File: src/rtl/pwm_duty_scheduler.sv
// Duty-cycle scheduler for a PWM generator: accepts target duties, slews the applied
// duty by at most STEP per PWM period, and sequences run/stop/fault behaviour.
module pwm_duty_scheduler #(
    parameter int N    = 10,
    parameter int STEP = 4
) (
    input  logic         clk,
    input  logic         rst_n,
    input  logic         run_req,
    input  logic         fault,
    input  logic         period_start,
    input  logic         req_valid,
    input  logic [N-1:0] req_duty,
    output logic         req_ready,
    output logic [N-1:0] duty_out,
    output logic         pwm_enable,
    output logic         at_target,
    output logic [2:0]   state
);

    typedef enum logic [2:0] {
        IDLE  = 3'b000,
        RAMP  = 3'b001,
        RUN   = 3'b010,
        STOP  = 3'b011,
        FAULT = 3'b100
    } state_t;

    localparam logic [N:0] STEP_W = (N+1)'(STEP);

    // One slew step in N+1 bits; the result is clamped to goal, so it can never wrap.
    function automatic logic [N-1:0] slew_toward(input logic [N-1:0] cur, input logic [N-1:0] goal);
        logic [N:0] cur_w;
        logic [N:0] goal_w;
        logic [N:0] res_w;
        cur_w  = {1'b0, cur};
        goal_w = {1'b0, goal};
        if (goal_w >= cur_w) begin
            if ((goal_w - cur_w) <= STEP_W) res_w = goal_w;
            else                            res_w = cur_w + STEP_W;
        end else begin
            if ((cur_w - goal_w) <= STEP_W) res_w = goal_w;
            else                            res_w = cur_w - STEP_W;
        end
        return res_w[N-1:0];
    endfunction

    state_t       state_r;
    state_t       state_s;
    logic [N-1:0] duty_r;
    logic [N-1:0] duty_s;
    logic [N-1:0] target_r;
    logic         en_r;
    logic         en_s;
    logic         accept_s;
    logic [N-1:0] ramp_next_s;
    logic [N-1:0] stop_next_s;

    // A live fault also closes the handshake, so a request never races fault entry.
    assign req_ready   = (state_r != FAULT) && !fault;
    assign accept_s    = req_valid && req_ready;
    assign ramp_next_s = slew_toward(duty_r, target_r);
    assign stop_next_s = slew_toward(duty_r, {N{1'b0}});

    assign duty_out   = duty_r;
    assign pwm_enable = en_r;
    assign state      = state_r;
    assign at_target  = (duty_r == target_r);

    // Target register: loads on every accepted request.
    always_ff @(posedge clk or negedge rst_n) begin
        if (!rst_n) begin
            target_r <= {N{1'b0}};
        end else if (accept_s) begin
            target_r <= req_duty;
        end else begin
            target_r <= target_r;
        end
    end

    // State, applied duty and enable registers.
    always_ff @(posedge clk or negedge rst_n) begin
        if (!rst_n) begin
            state_r <= IDLE;
            duty_r  <= {N{1'b0}};
            en_r    <= 1'b0;
        end else begin
            state_r <= state_s;
            duty_r  <= duty_s;
            en_r    <= en_s;
        end
    end

    // Next-state, next-duty and next-enable decode; fault overrides everything.
    always_comb begin
        state_s = state_r;
        duty_s  = duty_r;
        en_s    = en_r;
        if (fault) begin
            state_s = FAULT;
            duty_s  = {N{1'b0}};
            en_s    = 1'b0;
        end else begin
            case (state_r)
                IDLE: begin
                    duty_s = {N{1'b0}};
                    if (run_req) begin
                        state_s = RAMP;
                        en_s    = 1'b1;
                    end else begin
                        state_s = IDLE;
                        en_s    = 1'b0;
                    end
                end
                RAMP: begin
                    if (!run_req) begin
                        state_s = STOP;
                    end else if (period_start) begin
                        duty_s = ramp_next_s;
                        // A differing target accepted on this same edge keeps the ramp going.
                        if ((ramp_next_s == target_r) && !(accept_s && (req_duty != ramp_next_s)))
                            state_s = RUN;
                        else
                            state_s = RAMP;
                    end else begin
                        state_s = RAMP;
                    end
                end
                RUN: begin
                    if (!run_req)                               state_s = STOP;
                    else if (accept_s && (req_duty != duty_r))  state_s = RAMP;
                    else                                        state_s = RUN;
                end
                STOP: begin
                    if (run_req) begin
                        state_s = RAMP;
                    end else if (period_start) begin
                        duty_s = stop_next_s;
                        if (stop_next_s == {N{1'b0}}) begin
                            state_s = IDLE;
                            en_s    = 1'b0;
                        end else begin
                            state_s = STOP;
                        end
                    end else begin
                        state_s = STOP;
                    end
                end
                FAULT: begin
                    duty_s = {N{1'b0}};
                    en_s   = 1'b0;
                    if (!run_req) state_s = IDLE;
                    else          state_s = FAULT;
                end
                default: begin
                    state_s = FAULT;
                    duty_s  = {N{1'b0}};
                    en_s    = 1'b0;
                end
            endcase
        end
    end

endmodule
File: config.mk
export PLATFORM = sky130hd
export DESIGN_NAME = pwm_duty_scheduler
export DESIGN_NICKNAME = d
export VERILOG_FILES = /design/src/rtl/pwm_duty_scheduler.sv
export SDC_FILE = /design/constraint.sdc
export NUM_CORES = 1
export LEC_CHECK = 0
export BUFFER_PORTS_ARGS = -buffer_cell sky130_fd_sc_hd__buf_2
export CELL_PAD_IN_SITES_DETAIL_PLACEMENT = 1
export CELL_PAD_IN_SITES_GLOBAL_PLACEMENT = 2
export CORE_MARGIN = 10
export CORE_UTILIZATION = 35
export DETAILED_ROUTE_END_ITERATION = 10
export MAX_ROUTING_LAYER = met4
export PLACE_DENSITY_LB_ADDON = 0.15
export SLEW_MARGIN = 5
export SYNTH_ARGS = -nofsm -noshare
export SYNTH_HDL_FRONTEND = slang
export SYNTH_SLANG_ARGS = --single-unit
File: constraint.sdc
create_clock -name clk -period 5.5 [get_ports clk]
set_input_delay 1.1 -clock clk [delete_from_list [all_inputs] [get_ports clk]]
set_output_delay 1.1 -clock clk [all_outputs]
set_load 0.02 [all_outputs]
==> summary.md <==
| Metric | Value |
|---|---|
| CTS sink cnt | `24` |
| Final-stage net count | `approximately 500` |
| Crit path capture type | `register` |
| GR peak layer | `met2` |
| Die area | `13500 um2` |
| Global-route usage over all layers | `19.0%` |
| I/O Buffers | `31` |
| Cell depth of the worst min-delay path | `2` |
| Post-CTS Resized | `0` |
| Status | `finished, final reports clean` |
| First-pass GRT wire length | `19.5 mm` |
| Starting density of the core | `between 30% and 40%` |
| H-tree depth | `1` |
| Commonest non-fill, non-tap cell in the layout | `nand2_1` |
| Share of cells above drive strength 1 | `12.7%` |
| Initial antenna violation count | `0` |
| Final hold vios | `0` |
| Dpl hpwl | `9.84 mm` |
| Via count | `between 3000 and 4000` |
| Longest Clk Path Bufs | `2` |
| Setup TNS | `0 ns` |
| Startpoint types | `register` |
| Post-synth EDFFs | `0` |
| Met2 usage | `29.0%` |
| Clock Tree Root | `clkbuf_8` |
| Die W | `116 um` |
| Routed WL | `between 10 and 15 mm` |
| Pre-antenna DRT Iters | `5` |
| Mapped Cells | `432` |
| Post-DRT Antenna Nets | `0` |
| Fraction of registers with async set/reset | `100%` |
| Met3 track demand over resource | `slightly below 3%` |
| Initial DRC Count | `214` |
| Area of the core | `9110 um2` |
| Max-slew violation count | `0` |
| Routability cong. | `0.949` |
| RSZ-0062 raised after global routing | `false` |
| Synth Flop Type | `dfrtp_1` |
| Row count | `35` |
| Worst Reg-to-Reg Cells | `14` |
| I/O pin cnt | `32` |
| Ant. Diodes | `0` |
| CTS clk-pin slew, worst paths | `around 0.11 ns` |
| Vias in the first global route | `roughly 3400` |
| Power density over the cells | `289 nW/um2` |
| Worst-Margin Slew | `0.782 ns` |
| Average wire per standard cell | `about 22 um` |
| Synth Warn # | `0` |
| Hold_buf cts | `0` |
| Pin count of the biggest net entering global routing | `25` |
| Syn Std Cell Area | `3230 um2` |
| CP Class | `reg -> reg` |
| Slew headroom | `47.8%` |
| Most frequent cells in the layout | `nand2_1, o21ai_0, a21oi_1` |
| Clk_lat worst skew | `0.29 ns` |
| Leak Pwr | `between 1.5 and 2 nW` |
| Post-route clock period utilization | `86.6%` |
| Final setup vio count | `0` |
| Pwr Total | `1.02 mW` |
| Post-synth top area share | `18.6%` |
| Worst EP required | `5.69 ns` |
| CTS Buf Count | `3` |
| FF+latch count, synth | `24` |
| Synth cell types | `67` |
| Sequential area share after synthesis | `about 19%` |
| DRC errors left | `0` |
| Syn_nets | `472` |
| Max_cap viols | `0` |
| Largest cells by area after synthesis | `dfrtp_1, ha_1, xnor2_1, o21ai_0, a21oi_1` |
| Worst Path Arrival | `4.95 ns` |
| Via/cell ratio | `6.01` |
| Clock Skew | `0.0164 ns` |
| Layout area overhead | `9.05%` |
| Maximum VDD drop | `0.101 mV` |
| Largest area contributor in the netlist | `dfrtp_1` |
| Fmax | `210 MHz` |
| Worst Hold Class | `reg -> reg` |
| CTS tree | `done` |
| Die Span Y | `between 100 and 150 um` |
| Largest fanout on the critical path | `13` |
| Post CTS Setup Buffer Count | `0` |
| Total gr overflow | `0` |
| Met1 GRT Util | `26.1%` |
| Final min period | `around 4.8 ns` |
| Synth Area per Inst | `7.49 um2` |
==> through the flow <==
stage | worst slack [ns] | utilization (%) | cell area, um2 | instances | hold WS, ns
after global placement | 0.989 | 37.9 | 3460 | 556 | 0.574
after floorplan | 1.08 | - | 3230 | 432 | 0.562
after CTS | 0.755 | 38.7 | 3530 | 560 | 0.616
after detailed placement | 0.772 | 37.9 | 3460 | 556 | 0.573
final | 0.735 | 38.7 | 3530 | 560 | 0.610
after global routing | 0.467 | 38.7 | 3530 | 560 | 0.683
==> cell usage after synthesis (3+ instances only) <==
library cell	number
a211oi_1	7
and3_1	8
a21o_1	3
o211ai_1	4
nor2b_1	5
xnor2_1	29
or3_1	3
clkbuf_1	17
nand2_1	39
nand3_1	7
a21oi_1	34
nor2_1	33
o21a_1	6
or2_2	3
o221ai_1	5
o22ai_1	4
o22a_1	4
ha_1	24
o21ai_0	35
mux2i_1	4
dfrtp_1	24
a31oi_1	5
xor2_1	14
o21bai_1	4
nand2b_1	5
nor3_1	11
and2_1	3
buf_4	6
nand4_1	9
inv_1	28
o211a_1	3
==> final cells by class <==
type | instances | area [um2]
clock buffer | 3 | 41.3
clock inverter | 1 | 30.0
fill | 1147 | 5580
inverter | 28 | 105
multi-input combinational | 355 | 2400
sequential | 24 | 601
tap | 111 | 139
timing repair buffer | 38 | 208
==> power by group <==
group	leakage [nW]	internal, mW	switching [mW]
Combinational	1.18	0.240	0.374
Clock	0.0357	0.0977	0.0709
Sequential	0.314	0.198	0.0376
Total	1.53	0.536	0.482
==> sequential cells by signal, summed over array words and instances, names as in the netlist <==
signal and cells:
duty_out 10, target_r 10, pwm_enable 1, state 3
==> kinds of logic (layout without fill, tap and decap cells) <==
kind of cell	Yosys count	after routing	share of synthesized area, %
buffers and inverters	53	70	7.12
and+or+nand+nor	141	141	22.2
AOI/OAI and AO/OA	143	143	29.9
DFF	24	24	18.6
adders and majority gates	24	24	9.28
xor gates and xnor gates	43	43	11.6
muxes	4	4	1.24
==> path summary, 6_finish.rpt <==
check / slack (ns) / endpoint / start
hold / removal: 0.61 / pwm_enable / pwm_enable
max in group asynchronous: 4.26 / duty_out[5] / rst_n
hold reg to reg: 0.61 / pwm_enable / pwm_enable
min in group asynchronous: 0.81 / target_r[3] / rst_n
setup / recovery: 0.73 / state[0] / duty_out[8]
setup reg to reg: 0.73 / state[0] / duty_out[8]
==> critical path, cell delays in order, from the launching register on <==
cell,delay [ns]
dfrtp_1,0.53
inv_1,0.18
ha_1,0.55
nand3_1,0.18
or2_1,0.27
o211a_1,0.22
or4_1,0.52
or4_4,0.58
nor3b_4,0.27
or2_1,0.29
mux2i_1,0.26
o22a_1,0.16
nand4_1,0.09
o21a_1,0.22
o311a_1,0.33
==> layer usage <==
layer | vias to the layer above | part of all wire (%)
li1 | 1601 | -
met1 | 1610 | 47
met2 | 141 | 44
met3 | 16 | 7.5
met4 | 0 | 1.5
met5 | - | 0
(Power assumes the default switching activity.)
